<file path="src/rtl/sprite_motion_ctrl_pkg.sv">
// Shared screen constants, bus widths and FSM encoding for the per-frame sprite motion scheduler.
package sprite_motion_ctrl_pkg;

  localparam int H_ACTIVE = 640;
  localparam int V_ACTIVE = 480;

  localparam int YY_W  = 10;
  localparam int BTN_W = 4;
  localparam int X_W   = 10;
  localparam int Y_W   = 9;

  typedef enum logic [1:0] {
    ST_IDLE   = 2'd0,
    ST_DIV    = 2'd1,
    ST_CALC   = 2'd2,
    ST_COMMIT = 2'd3
  } motion_state_t;

endpackage

</file>
<file path="src/rtl/sprite_motion_ctrl_if.sv">
// Bundle between the VGA timing/button side and the sprite motion scheduler.
interface sprite_motion_ctrl_if;
  import sprite_motion_ctrl_pkg::*;

  logic [YY_W-1:0]  i_yy;
  logic [BTN_W-1:0] i_btn;
  logic             i_freeze;
  logic             i_load;
  logic [X_W-1:0]   o_x;
  logic [Y_W-1:0]   o_y;
  logic             o_upd;

  modport master (
    output i_yy, i_btn, i_freeze, i_load,
    input  o_x, o_y, o_upd
  );

  modport slave (
    input  i_yy, i_btn, i_freeze, i_load,
    output o_x, o_y, o_upd
  );

endinterface

</file>
<file path="src/rtl/sprite_motion_ctrl.sv">
// Samples the direction buttons once per (divided) frame at the start of vblank and
// commits a clamped sprite origin, so the position only ever changes during blanking.
module sprite_motion_ctrl #(
  parameter int V_ACTIVE  = sprite_motion_ctrl_pkg::V_ACTIVE,
  parameter int SPRITE_W  = 26,
  parameter int SPRITE_H  = 37,
  parameter int X_INIT    = 300,
  parameter int Y_INIT    = 100,
  parameter int STEP      = 2,
  parameter int X_MIN     = 0,
  parameter int X_MAX     = sprite_motion_ctrl_pkg::H_ACTIVE,
  parameter int Y_MIN     = 0,
  parameter int Y_MAX     = sprite_motion_ctrl_pkg::V_ACTIVE,
  parameter int FRAME_DIV = 1
) (
  input  logic                 i_clk,
  input  logic                 i_rst_n,
  sprite_motion_ctrl_if.slave  sp_bus
);
  import sprite_motion_ctrl_pkg::*;

  localparam logic [YY_W-1:0] LP_VB       = YY_W'(V_ACTIVE);
  localparam logic [3:0]      LP_DIV_LAST = 4'(FRAME_DIV - 1);
  localparam logic [10:0]     LP_STEP11   = 11'(STEP);
  localparam logic [10:0]     LP_X_LO_TH  = 11'(X_MIN + STEP);
  localparam logic [10:0]     LP_X_HI_TH  = 11'(X_MAX - SPRITE_W);
  localparam logic [10:0]     LP_Y_LO_TH  = 11'(Y_MIN + STEP);
  localparam logic [10:0]     LP_Y_HI_TH  = 11'(Y_MAX - SPRITE_H);
  localparam logic [X_W-1:0]  LP_X_INIT   = X_W'(X_INIT);
  localparam logic [X_W-1:0]  LP_X_LO     = X_W'(X_MIN);
  localparam logic [X_W-1:0]  LP_X_HI     = X_W'(X_MAX - SPRITE_W);
  localparam logic [X_W-1:0]  LP_X_STEP   = X_W'(STEP);
  localparam logic [Y_W-1:0]  LP_Y_INIT   = Y_W'(Y_INIT);
  localparam logic [Y_W-1:0]  LP_Y_LO     = Y_W'(Y_MIN);
  localparam logic [Y_W-1:0]  LP_Y_HI     = Y_W'(Y_MAX - SPRITE_H);
  localparam logic [Y_W-1:0]  LP_Y_STEP   = Y_W'(STEP);

  motion_state_t   r_state;
  motion_state_t   w_nextState;
  logic [YY_W-1:0] r_yyQ;
  logic [3:0]      r_div;
  logic            r_loadPend;
  logic [X_W-1:0]  r_x;
  logic [Y_W-1:0]  r_y;
  logic [X_W-1:0]  r_nx;
  logic [Y_W-1:0]  r_ny;
  logic            r_upd;
  logic            w_vbStart;
  logic [X_W-1:0]  w_nx;
  logic [Y_W-1:0]  w_ny;

  assign w_vbStart = (sp_bus.i_yy == LP_VB) && (r_yyQ != LP_VB);

  always_ff @(posedge i_clk or negedge i_rst_n) begin
    if (!i_rst_n) begin
      r_state <= ST_IDLE;
    end else begin
      r_state <= w_nextState;
    end
  end

  always_comb begin
    w_nextState = r_state;
    case (r_state)
      ST_IDLE:   if (w_vbStart) w_nextState = ST_DIV;
      ST_DIV:    w_nextState = (r_div == LP_DIV_LAST) ? ST_CALC : ST_IDLE;
      ST_CALC:   w_nextState = ST_COMMIT;
      ST_COMMIT: w_nextState = ST_IDLE;
      default:   w_nextState = ST_IDLE;
    endcase
  end

  // Opposing buttons cancel per axis; compares run one bit wider so the clamp sees overflow.
  always_comb begin
    w_nx = r_x;
    w_ny = r_y;
    if (!sp_bus.i_freeze) begin
      if (sp_bus.i_btn[1] && !sp_bus.i_btn[0]) begin
        w_nx = ({1'b0, r_x} < LP_X_LO_TH) ? LP_X_LO : r_x - LP_X_STEP;
      end else if (sp_bus.i_btn[0] && !sp_bus.i_btn[1]) begin
        w_nx = (({1'b0, r_x} + LP_STEP11) > LP_X_HI_TH) ? LP_X_HI : r_x + LP_X_STEP;
      end
      if (sp_bus.i_btn[3] && !sp_bus.i_btn[2]) begin
        w_ny = ({2'b00, r_y} < LP_Y_LO_TH) ? LP_Y_LO : r_y - LP_Y_STEP;
      end else if (sp_bus.i_btn[2] && !sp_bus.i_btn[3]) begin
        w_ny = (({2'b00, r_y} + LP_STEP11) > LP_Y_HI_TH) ? LP_Y_HI : r_y + LP_Y_STEP;
      end
    end
  end

  // Recentre is resolved at COMMIT so a load arriving during CALC is still honoured.
  always_ff @(posedge i_clk or negedge i_rst_n) begin
    if (!i_rst_n) begin
      r_yyQ      <= '0;
      r_div      <= '0;
      r_loadPend <= 1'b0;
      r_x        <= LP_X_INIT;
      r_y        <= LP_Y_INIT;
      r_nx       <= LP_X_INIT;
      r_ny       <= LP_Y_INIT;
      r_upd      <= 1'b0;
    end else begin
      r_yyQ <= sp_bus.i_yy;
      r_upd <= 1'b0;
      if (r_state == ST_COMMIT) begin
        r_loadPend <= sp_bus.i_load;
      end else if (sp_bus.i_load) begin
        r_loadPend <= 1'b1;
      end
      if (r_state == ST_DIV) begin
        r_div <= (r_div == LP_DIV_LAST) ? 4'd0 : r_div + 4'd1;
      end
      if (r_state == ST_CALC) begin
        r_nx <= w_nx;
        r_ny <= w_ny;
      end
      if (r_state == ST_COMMIT) begin
        r_x   <= r_loadPend ? LP_X_INIT : r_nx;
        r_y   <= r_loadPend ? LP_Y_INIT : r_ny;
        r_upd <= 1'b1;
      end
    end
  end

  assign sp_bus.o_x   = r_x;
  assign sp_bus.o_y   = r_y;
  assign sp_bus.o_upd = r_upd;

endmodule

</file>
<file path="src/flat_wrapper.sv">
// flat-port wrapper written by rule: the top's interface ports become plain ports
module sprite_motion_ctrl_flat import sprite_motion_ctrl_pkg::*;
#(
  parameter int V_ACTIVE  = sprite_motion_ctrl_pkg::V_ACTIVE,
  parameter int SPRITE_W  = 26,
  parameter int SPRITE_H  = 37,
  parameter int X_INIT    = 300,
  parameter int Y_INIT    = 100,
  parameter int STEP      = 2,
  parameter int X_MIN     = 0,
  parameter int X_MAX     = sprite_motion_ctrl_pkg::H_ACTIVE,
  parameter int Y_MIN     = 0,
  parameter int Y_MAX     = sprite_motion_ctrl_pkg::V_ACTIVE,
  parameter int FRAME_DIV = 1
)
  (i_clk, i_rst_n, sp_bus_i_yy, sp_bus_i_btn, sp_bus_i_freeze, sp_bus_i_load, sp_bus_o_x, sp_bus_o_y, sp_bus_o_upd);
  sprite_motion_ctrl_if sp_bus_i ();
  input  logic i_clk;
  input  logic i_rst_n;
  input wire logic [$bits(sp_bus_i.i_yy)-1:0] sp_bus_i_yy;
  input wire logic [$bits(sp_bus_i.i_btn)-1:0] sp_bus_i_btn;
  input wire logic [$bits(sp_bus_i.i_freeze)-1:0] sp_bus_i_freeze;
  input wire logic [$bits(sp_bus_i.i_load)-1:0] sp_bus_i_load;
  output wire logic [$bits(sp_bus_i.o_x)-1:0] sp_bus_o_x;
  output wire logic [$bits(sp_bus_i.o_y)-1:0] sp_bus_o_y;
  output wire logic [$bits(sp_bus_i.o_upd)-1:0] sp_bus_o_upd;
  assign sp_bus_i.i_yy = sp_bus_i_yy;
  assign sp_bus_i.i_btn = sp_bus_i_btn;
  assign sp_bus_i.i_freeze = sp_bus_i_freeze;
  assign sp_bus_i.i_load = sp_bus_i_load;
  assign sp_bus_o_x = sp_bus_i.o_x;
  assign sp_bus_o_y = sp_bus_i.o_y;
  assign sp_bus_o_upd = sp_bus_i.o_upd;
  sprite_motion_ctrl #(.V_ACTIVE(V_ACTIVE), .SPRITE_W(SPRITE_W), .SPRITE_H(SPRITE_H), .X_INIT(X_INIT), .Y_INIT(Y_INIT), .STEP(STEP), .X_MIN(X_MIN), .X_MAX(X_MAX), .Y_MIN(Y_MIN), .Y_MAX(Y_MAX), .FRAME_DIV(FRAME_DIV)) u_core (.i_clk(i_clk), .i_rst_n(i_rst_n), .sp_bus(sp_bus_i));
endmodule
</file>
<file path="config.mk">
export PLATFORM = sky130hd
export DESIGN_NAME = sprite_motion_ctrl_flat
export DESIGN_NICKNAME = d
export VERILOG_FILES = /design/src/rtl/sprite_motion_ctrl_pkg.sv /design/src/rtl/sprite_motion_ctrl_if.sv /design/src/rtl/sprite_motion_ctrl.sv /design/src/flat_wrapper.sv
export SDC_FILE = /design/constraint.sdc
export NUM_CORES = 1
export LEC_CHECK = 0
export CORE_ASPECT_RATIO = 0.7
export CORE_UTILIZATION = 35
export CTS_CLUSTER_DIAMETER = 100
export CTS_CLUSTER_SIZE = 10
export DETAILED_ROUTE_END_ITERATION = 10
export DONT_BUFFER_PORTS = 1
export GPL_TIMING_DRIVEN = 1
export SLEW_MARGIN = 20
export SYNTH_ARGS = -nofsm -noshare
export SYNTH_HDL_FRONTEND = slang
export SYNTH_SLANG_ARGS = --single-unit
</file>
<file path="constraint.sdc">
create_clock -name i_clk -period 2.5 [get_ports i_clk]
set_clock_uncertainty 0.15 [all_clocks]
set_input_delay 0.375 -clock i_clk [delete_from_list [all_inputs] [get_ports i_clk]]
set_output_delay 0.375 -clock i_clk [all_outputs]
set_load 0.01 [all_outputs]
</file>
### Word-level counts from Yosys, hierarchy flattened

Index checks and enable logic that the tools add are counted.

* $add $sub $neg: 7
* magnitude comparators: 4
* eq/ne operators: 6
* muxes and demuxes: 19
* reductions and logical operators: 12

Operators by type and width (count)
* 10-bit 2-to-1 mux: 6
* 9-bit 2-to-1 mux: 6
* 10-bit by 2-bit adder with 11-bit output, second input constant: 1
* 11-bit by 10-bit > comparator with 1-bit output, second input constant: 1
* 11-bit by 9-bit > comparator with 1-bit output, second input constant: 1
* 10-bit by 2-bit adder with 10-bit output, second input constant: 1
* 9-bit by 2-bit adder with 10-bit output, second input constant: 1
* 10-bit by 9-bit equality test with 1-bit output, second input constant: 1
* 10-bit by 2-bit < comparator with 1-bit output, second input constant: 1
* 10-bit by 9-bit != test with 1-bit output, second input constant: 1
* 10-bit by 2-bit subtractor with 10-bit output, second input constant: 1
* 9-bit by 2-bit adder with 9-bit output, second input constant: 1
* 9-bit by 2-bit < comparator with 1-bit output, second input constant: 1
* 9-bit by 2-bit subtractor with 9-bit output, second input constant: 1
* 2-bit case mux with 4 select lines: 1
* 1-bit logical AND: 5
* 4-bit by 1-bit adder with 4-bit output, second input constant: 1
* 2-bit equality test, second input constant: 2
* 1-bit logical NOT: 4
* 4-bit logical NOT: 1
* 2-bit 2-to-1 mux: 2
* 4-bit 2-to-1 mux: 1
* 1-bit 2-to-1 mux: 3
* 2-bit by 1-bit equality test with 1-bit output, second input constant: 1
* other kinds (3): 3

* register bits: 56
* bits of input ports: 18
* output and inout bits: 20
* word-level logic and storage cells: 57

### Longest topological paths before layout

Gate-level depths: netlist of run 1.

* depth after elaboration: 6
* mapped depth: 9
* gate-level depth less buffers: 8

### Worst setup path after synthesis of run 1

Ideal clock, no wire load.

* path type: register -> register
* start: register u_core.r_x[2], in the netlist u_core.sp_bus.o_x[2]
* end: register u_core.r_nx[1]
* setup time: 0.124 ns
* data arrival time: 2.155 ns
* required time: 2.226 ns
* slack: 0.071 ns
* cell stages (with the launch flop): 9
* buffers on the path: 0
* clock period less this slack: 2.429 ns
* cell sequence: dfstp_2 inv_1 ha_1 or3b_1 a21oi_1 o21ai_1 a31oi_2 o21ai_1 o31a_1

* longest elaborated chain between the ends: 6
* elaborated cells on any way between the ends: 8
* those cells by class: add/sub (1); order compare (2); mux (5)

Ends and longest elaborated chain
* start: declaration: line sprite_motion_ctrl.sv:43 `logic [X_W-1:0] r_x;`
* start signal: assignment: line sprite_motion_ctrl.sv:118 `r_x <= r_loadPend ? LP_X_INIT : r_nx;`
* 10-bit by 2-bit adder with 11-bit output: line sprite_motion_ctrl.sv:81 `w_nx = (({1'b0, r_x} + LP_STEP11) > LP_X_HI_TH) ? LP_X_HI : r_x + LP_X_STEP;`
* 11-bit by 10-bit > comparator with 1-bit output: line sprite_motion_ctrl.sv:81
* 10-bit 2-to-1 mux: line sprite_motion_ctrl.sv:81
* 10-bit 2-to-1 mux: line sprite_motion_ctrl.sv:80 `end else if (sp_bus.i_btn[0] && !sp_bus.i_btn[1]) begin`
* 10-bit 2-to-1 mux *: line sprite_motion_ctrl.sv:78 `if (sp_bus.i_btn[1] && !sp_bus.i_btn[0]) begin`
* 10-bit 2-to-1 mux *: line sprite_motion_ctrl.sv:77 `if (!sp_bus.i_freeze) begin`
* end signal: assignment: line sprite_motion_ctrl.sv:114 `r_nx <= w_nx;`
* end: declaration: line sprite_motion_ctrl.sv:45 `logic [X_W-1:0] r_nx;`

Every way passes the cells marked *; elsewhere a longest branch is shown, timed or not.
A chain may end at the register's enable or synchronous reset.

### Worst setup path after layout of run 1

* start: register u_core.r_x[2], in the netlist u_core.sp_bus.o_x[2]
* end: register u_core.r_nx[4]

Same word-level chain as after synthesis.

==> flow_summary.toml, run 1 <==
[status]
status = "complete, no violations"

[pwr]
power_mw = 4.22
pwr-share-seq_pct = 38.6
internal-power_mw = 2.46
switching_share_pct = 41.9
p_comb_share_pct = 42.3
power_density_nw_per_um2 = 960
p_leak_nw = 1.66
clkPwrFrac_pct = 19.1
p_switching_mw = 1.77
peakVddDrop_v = 0.000364

[logic_synthesis]
syn_area_um2 = 3830
ys_warn_count = 0
synth_nets = 493
synth_seq_cells = 56
dominantRegCellSynth = "dfrtp_1"
syn-mean-instance-area_um2 = 8.20
synthArstFlopShare_pct = 100
ys_seq_area_share_pct = 37.1
postSynthCellCount = 467
yosysUniqueCellTypes = 72
synth-edff-count = 0

[timing]
finalCriticalPeriod_ns = 2.42
relSlewSlack_pct = 53.7
setup_viol = 0
layout_setup_ws_ns = 0.0762
hold_viol = 0
slew_viol_final = 0
finalSetupTns_ns = 0
worst_slew_pin_slew_ns = 0.695
rsz0062_at_grt = "true"
max_freq_mhz = 413
period_share_pct = 97.0

[min_path]
min_path_type = "in2reg"

[critical_path]
crit_arrival_ns = 2.46
worstPathRequired_ns = 2.53
critPathMaxFanout = 3
endpoint_kind = "register"
start_kind = "register"
path_class = "reg2reg"

[floorplan]
dieWidth_um = 127
io_pins = 38
start_util_pct = 36.5
dieHeight_um = 89.5
coreArea_um2 = 10500
rows = 31
dieArea_um2 = 11400

[global_routing]
grt_max_degree = 57
grt.total_usage_pct = 19.7
antenna_found_initial = 0
grt_pass1_wl_um = 17700
grt_remaining_overflow = 0
grt_pass1_vias = 3345

[detailed_routing]
final_antenna_net_count = 0
vias = 3629
vias_per_cell = 5.94
dr.pass1.iters = 5
route.detailed.drc = 0
drt_first_iter_violations = 338
wire_per_inst_um = 17.7
drt_wl_total_um = 10800

[clock_tree]
h-tree-depth = 2
cts_buffer_depth = 2
cts_buffers = 5
cts.sinks = 56
cts_tree = "yes"
clk_latency_ns = 0.29
path_clk_slew_ns = 0.08
root_buffer = "clkbuf_16"

[final_layout]
mostFrequentLayoutCells = "48 x nand2_1, 42 x dfrtp_1, 41 x o21ai_0, 38 x nor2_1, 35 x a21oi_1"
final_util_pct = 42.0
layout-area-overhead-vs-synth_pct = 14.9
fin_nets = 504
antenna-diode-count = 0
final_common_cell = "nand2_1"
drive_above_1_share_pct = 15.9

[flow_run]
drv_cap = 0

[placement]
portBuffers = 0
place_hpwl_um = 7470
pre_cts_slack_ns = 0.127
gp_congestion = 0.920
[synthesized netlist by cell type (3+ instances only)]
cell type	instances	area (um^2)
nand4b_1	3	26.3
inv_1	11	41.3
xnor2_1	4	35.0
and2_1	4	25.0
or3_1	3	18.8
o21ai_1	4	20.0
o31ai_1	4	30.0
nand2_1	48	180
and3_1	6	37.5
a22oi_1	3	22.5
dfrtp_1	42	1050
o22ai_1	4	25.0
o211ai_1	5	37.5
nand2b_1	18	113
a21o_1	3	22.5
a221oi_1	3	26.3
nor4b_1	4	35.0
buf_2	9	45.0
nand3_1	15	75.1
nor3_1	12	60.1
dfstp_2	14	368
nor2b_1	8	50.1
nand3b_1	11	82.6
a41oi_1	3	26.3
ha_1	8	100
a21oi_1	36	180
o21a_1	3	22.5
a31oi_1	8	50.1
and4_1	3	26.3
nor3b_1	3	22.5
clkbuf_1	29	109
nor4_1	5	31.3
nand4_1	6	37.5
o21ai_0	41	205
nor2_1	38	143
o221ai_1	3	26.3
[worst paths after layout]
kind                                                     to  slack (ns)  cells past startpoint                              from
max in group asynchronous        u_core.r_nx[5]$_DFFE_PN1P_        1.45                      2                           i_rst_n
max reg2reg                      u_core.r_nx[4]$_DFFE_PN0P_        0.08                      9  u_core.sp_bus.o_x[2]$_DFFE_PN1P_
min reg2reg                     u_core.r_div[3]$_DFFE_PN0P_        0.33                      1       u_core.r_div[3]$_DFFE_PN0P_
min                              u_core.r_ny[0]$_DFFE_PN0P_        0.03                      1                   sp_bus_i_freeze
min in group asynchronous  u_core.sp_bus.o_x[7]$_DFFE_PN0P_        0.43                      2                           i_rst_n
max                              u_core.r_nx[4]$_DFFE_PN0P_        0.08                      9  u_core.sp_bus.o_x[2]$_DFFE_PN1P_
[stage by stage]
stage	cell area (um^2)	instances	hold slack (ns)
after floorplan	3830	467	-0.0706
after global placement	4050	589	-0.0696
after detailed placement	4050	589	-0.0698
after CTS	4360	609	0.0191
after global routing	4400	611	0.0131
final	4400	611	0.0259
[flip-flops by register name, indices dropped and copies added (netlist names), named ones only]
| name | count |
|---|---|
| u_core.r_nx | 10 |
| u_core.r_yyQ | 10 |
| u_core.sp_bus.o_x | 10 |
| u_core.r_ny | 9 |
| u_core.sp_bus.o_y | 9 |
| u_core.r_div | 4 |
| u_core.r_loadPend | 1 |
| u_core.r_state | 1 |
| u_core.sp_bus.o_upd | 1 |
[power groups by stage]
stage | clock, mW | sequential, mW | combinational (mW)
after floorplan | 0 | 1.46 | 1.35
after global placement | 0 | 1.64 | 1.69
after detailed placement | 0 | 1.64 | 1.70
after CTS | 0.817 | 1.62 | 1.75
after global routing | 0.858 | 1.68 | 2.00
final | 0.806 | 1.63 | 1.79
[worst max-delay path: stages, from the launching register on]
cell and delay (ns):
dfstp_2 0.54, inv_1 0.09, ha_4 0.28, or3b_1 0.35
a21oi_2 0.12, o21ai_1 0.10, a31oi_2 0.24, buf_4 0.16
nor3b_1 0.04, o32ai_1 0.24
[metal layers]
layer,part of all wire [%],global-route usage [%],vias up
li1,-,-,1724
met1,48,29.4,1751
met2,42,29.8,140
met3,7.7,2.99,14
met4,1.4,4.76,0
met5,0,0,-
[layout make-up]
| cell class | instances | area (um^2) |
|---|---|---|
| Sequential cell | 56 | 1420 |
| Timing Repair Buffer | 44 | 378 |
| Tap cell | 132 | 165 |
| Multi-Input combinational cell | 359 | 2220 |
| Clock buffer | 6 | 129 |
| Fill cell | 1022 | 6070 |
| Clock inverter | 2 | 38.8 |
| Inverter | 12 | 45.0 |
[cell families (layout without fill, tap and decap cells)]
logic type / after synthesis / count (layout) / synth area share, %
AND/OR/NAND/NOR: 200 / 200 / 28.7
AO/OA/AOI/OAI: 146 / 146 / 24.8
flip-flops: 56 / 56 / 37.1
multiplexers: 1 / 1 / 0.294
adder cells (fa/ha/maj): 8 / 8 / 2.62
buffers and inverters: 52 / 64 / 5.59
XOR/XNOR: 4 / 4 / 0.915
[what timing repair did]
action                     in CTS  in global routing
setup endpoints to repair       0                  6
setup buffers                   0                  2
resized for setup               0                  6
hold endpoints to repair       66                  0
hold buffers                   12                  0
Power figures use the tool's default switching activity.
==> run 2, diff against run 1 <==
Settings changed: ABC_AREA set to 1.
==> flow_summary.toml, run 2 <==
[timing]
finalSetupTns_ns = 0
period_share_pct = 92.4
max_freq_mhz = 433
rsz0062_at_grt = "false"
finalCriticalPeriod_ns = 2.31
relSlewSlack_pct = 60.5
hold_ws_ns = 0.0414
setup_viol = 0
worst_slew_pin_slew_ns = 0.591
slew_viol_final = 0
hold_viol = 0

[detailed_routing]
drt_wl_total_um = 8570
route.detailed.drc = 0
vias = 3128
drt_first_iter_violations = 216
vias_per_cell = 5.18
wire_per_inst_um = 14.2
dr.pass1.iters = 5
final_antenna_net_count = 0

[critical_path]
slowest_stage = "dfstp_2"
cpMostUsedCell = "nand2_1"
path_cells = "ha_1, nand2_1, nor2_4, nand3_1, xor2_1, nand2_2, nand2_4, nand2_2, o21ai_1, nand2_1, nand2_1, nand2_1"
path_class = "reg2reg"
rr_worst_depth = 12
cp.depth = 12
endpoint_kind = "register"
worstPathRequired_ns = 2.54
start_kind = "register"
crit_arrival_ns = 2.35
cpLargestDelayFamily = "simple AND/OR/NAND/NOR gates"
critPathMaxFanout = 8
max_stage_delay_ns = 0.64
path_buf_inv = 0

[global_routing]
grt.total_usage_pct = 17.7
grt_remaining_overflow = 0
top_usage_layer = "met2"
grtUsageMet2_pct = 26.5
antenna_found_initial = 1
grt_max_degree = 57
met1_usage_pct = 26.1
use_met3_pct = 3.80
grt_pass1_vias = 2902
grt_pass1_wl_um = 14300

[logic_synthesis]
yosys-top-cells-area = "dfrtp_1 31%, nand2_1 15%, dfstp_2 11%"
synth-edff-count = 0
syn-mean-instance-area_um2 = 7.24
syn_area_um2 = 3380
synth.top_cell.area_share_pct = 31.1
ys_warn_count = 0
yosysUniqueCellTypes = 33
synth_nets = 493
postSynthCellCount = 467
synthTopCellsByCount = "134 x nand2_1, 45 x o21ai_0, 43 x inv_1"
ys_seq_area_share_pct = 41.9
synth_most_common_cell = "nand2_1"
synth_top_area_cell = "dfrtp_1"
dominantRegCellSynth = "dfrtp_1"
synthArstFlopShare_pct = 100
synth_seq_cells = 56

[placement]
portBuffers = 0
place_hpwl_um = 6140
gp_congestion = 0.880
dp.cells = 583

[floorplan]
dieArea_um2 = 10100
io_pins = 38
dieWidth_um = 120
rows = 29
dieHeight_um = 84.3
coreArea_um2 = 9220
start_util_pct = 36.7

[pwr]
p_leak_nw = 1.80
switching_share_pct = 43.3
p_comb_share_pct = 38.5
internal-power_mw = 2.16
p_switching_mw = 1.65
clkPwrFrac_pct = 18.9
pwr-share-seq_pct = 42.5
power_density_nw_per_um2 = 997
peakVddDrop_v = 0.000372

[status]
status = "complete, no violations"

[clock_tree]
cts_buffer_depth = 2
cts-resized-gates = 0
cts_buffers = 5
root_buffer = "clkbuf_16"
cts_setup_buffers = 0
cts_tree = "yes"
cts.sinks = 56
clk_latency_ns = 0.30
h-tree-depth = 2
path_clk_slew_ns = 0.08

[final_layout]
mostFrequentLayoutCells = "134 x nand2_1, 45 x o21ai_0, 43 x inv_1, 42 x dfrtp_1, 41 x nand3_1"
layoutNonFillerInstCount = 604
layout-area-overhead-vs-synth_pct = 12.9
final_common_cell = "nand2_1"
drive_above_1_share_pct = 9.19
fin_nets = 504

[min_path]
min_path_type = "in2reg"
whs_path_depth = 1

[flow_run]
drv_cap = 0
[run 2: cell count changes in the layout (fill, tap and decap cells not counted), sizes merged, moves of 12 or more]
cell	delta
nand2	+89
inv	+38
nand3	+26
buf	-25
nand2b	-18
xor2	+12
[run 2: cell families (layout without fill, tap and decap cells)]
logic type / count (synthesis) / count (layout) / share of synthesized area, %
xor gates and xnor gates: 13 / 13 / 3.37
buffers and inverters: 63 / 75 / 7.14
DFF: 56 / 56 / 41.9
other: 0 / 1 / 0
adders and majority gates: 8 / 8 / 2.96
and+or+nand+nor: 226 / 226 / 28.9
AOI/OAI and AO/OA: 101 / 101 / 15.7
[run 2: power groups by stage]
stage / registers, mW / logic (mW) / clock network [mW]
floorplan: 1.53 / 1.14 / 0
global placement: 1.63 / 1.41 / 0
detailed placement: 1.64 / 1.42 / 0
CTS: 1.62 / 1.46 / 0.738
global route: 1.67 / 1.69 / 0.772
finish: 1.62 / 1.47 / 0.721
[run 2: final timing paths]
| check | slack, ns | endpoint | start |
|---|---|---|---|
| max in group asynchronous | 1.45 | u_core.r_nx[8]$_DFFE_PN1P_ | i_rst_n |
| max | 0.19 | u_core.r_nx[0]$_DFFE_PN0P_ | u_core.sp_bus.o_x[2]$_DFFE_PN1P_ |
| max reg2reg | 0.19 | u_core.r_nx[0]$_DFFE_PN0P_ | u_core.sp_bus.o_x[2]$_DFFE_PN1P_ |
| min in group asynchronous | 0.45 | u_core.r_nx[1]$_DFFE_PN0P_ | i_rst_n |
| min reg2reg | 0.32 | u_core.r_nx[8]$_DFFE_PN1P_ | u_core.r_nx[8]$_DFFE_PN1P_ |
| min | 0.04 | u_core.r_loadPend$_DFFE_PN0P_ | sp_bus_i_load |
[run 2: routing by layer]
metal	part of all wire, %	wire (um)	vias to the layer above
li1	-	-	1557
met1	50	4280	1452
met2	43	3640	108
met3	6.6	568	11
met4	0.95	81	0
met5	0	0	-
[run 2: timing repair]
action                     in CTS  in global routing
hold buffers                   12                  0
setup endpoints to repair       0                  0
hold endpoints to repair       66                  0
[run 2: cell type report]
type                    instances  area [um^2]
fillers                       953         5400
multi-input cells             348         1720
repair buffers                 19          190
inverters                      48          180
clock buffers                   5          125
flip-flops and latches         56         1420
diodes                          1         2.50
well taps                     124          155
clock inverters                 3         25.0
[run 2: per-stage QoR]
step	power, mW	util [%]	area (um^2)	setup WS [ns]
3_5_place_dp	3.05	38.3	3530	0.230
6_report	3.81	41.4	3820	0.190
2_1_floorplan	2.66	-	3380	0.465
3_3_place_gp	3.03	38.3	3530	0.220
4_1_cts	3.82	41.4	3820	0.213
5_1_grt	4.13	41.4	3820	0.00360
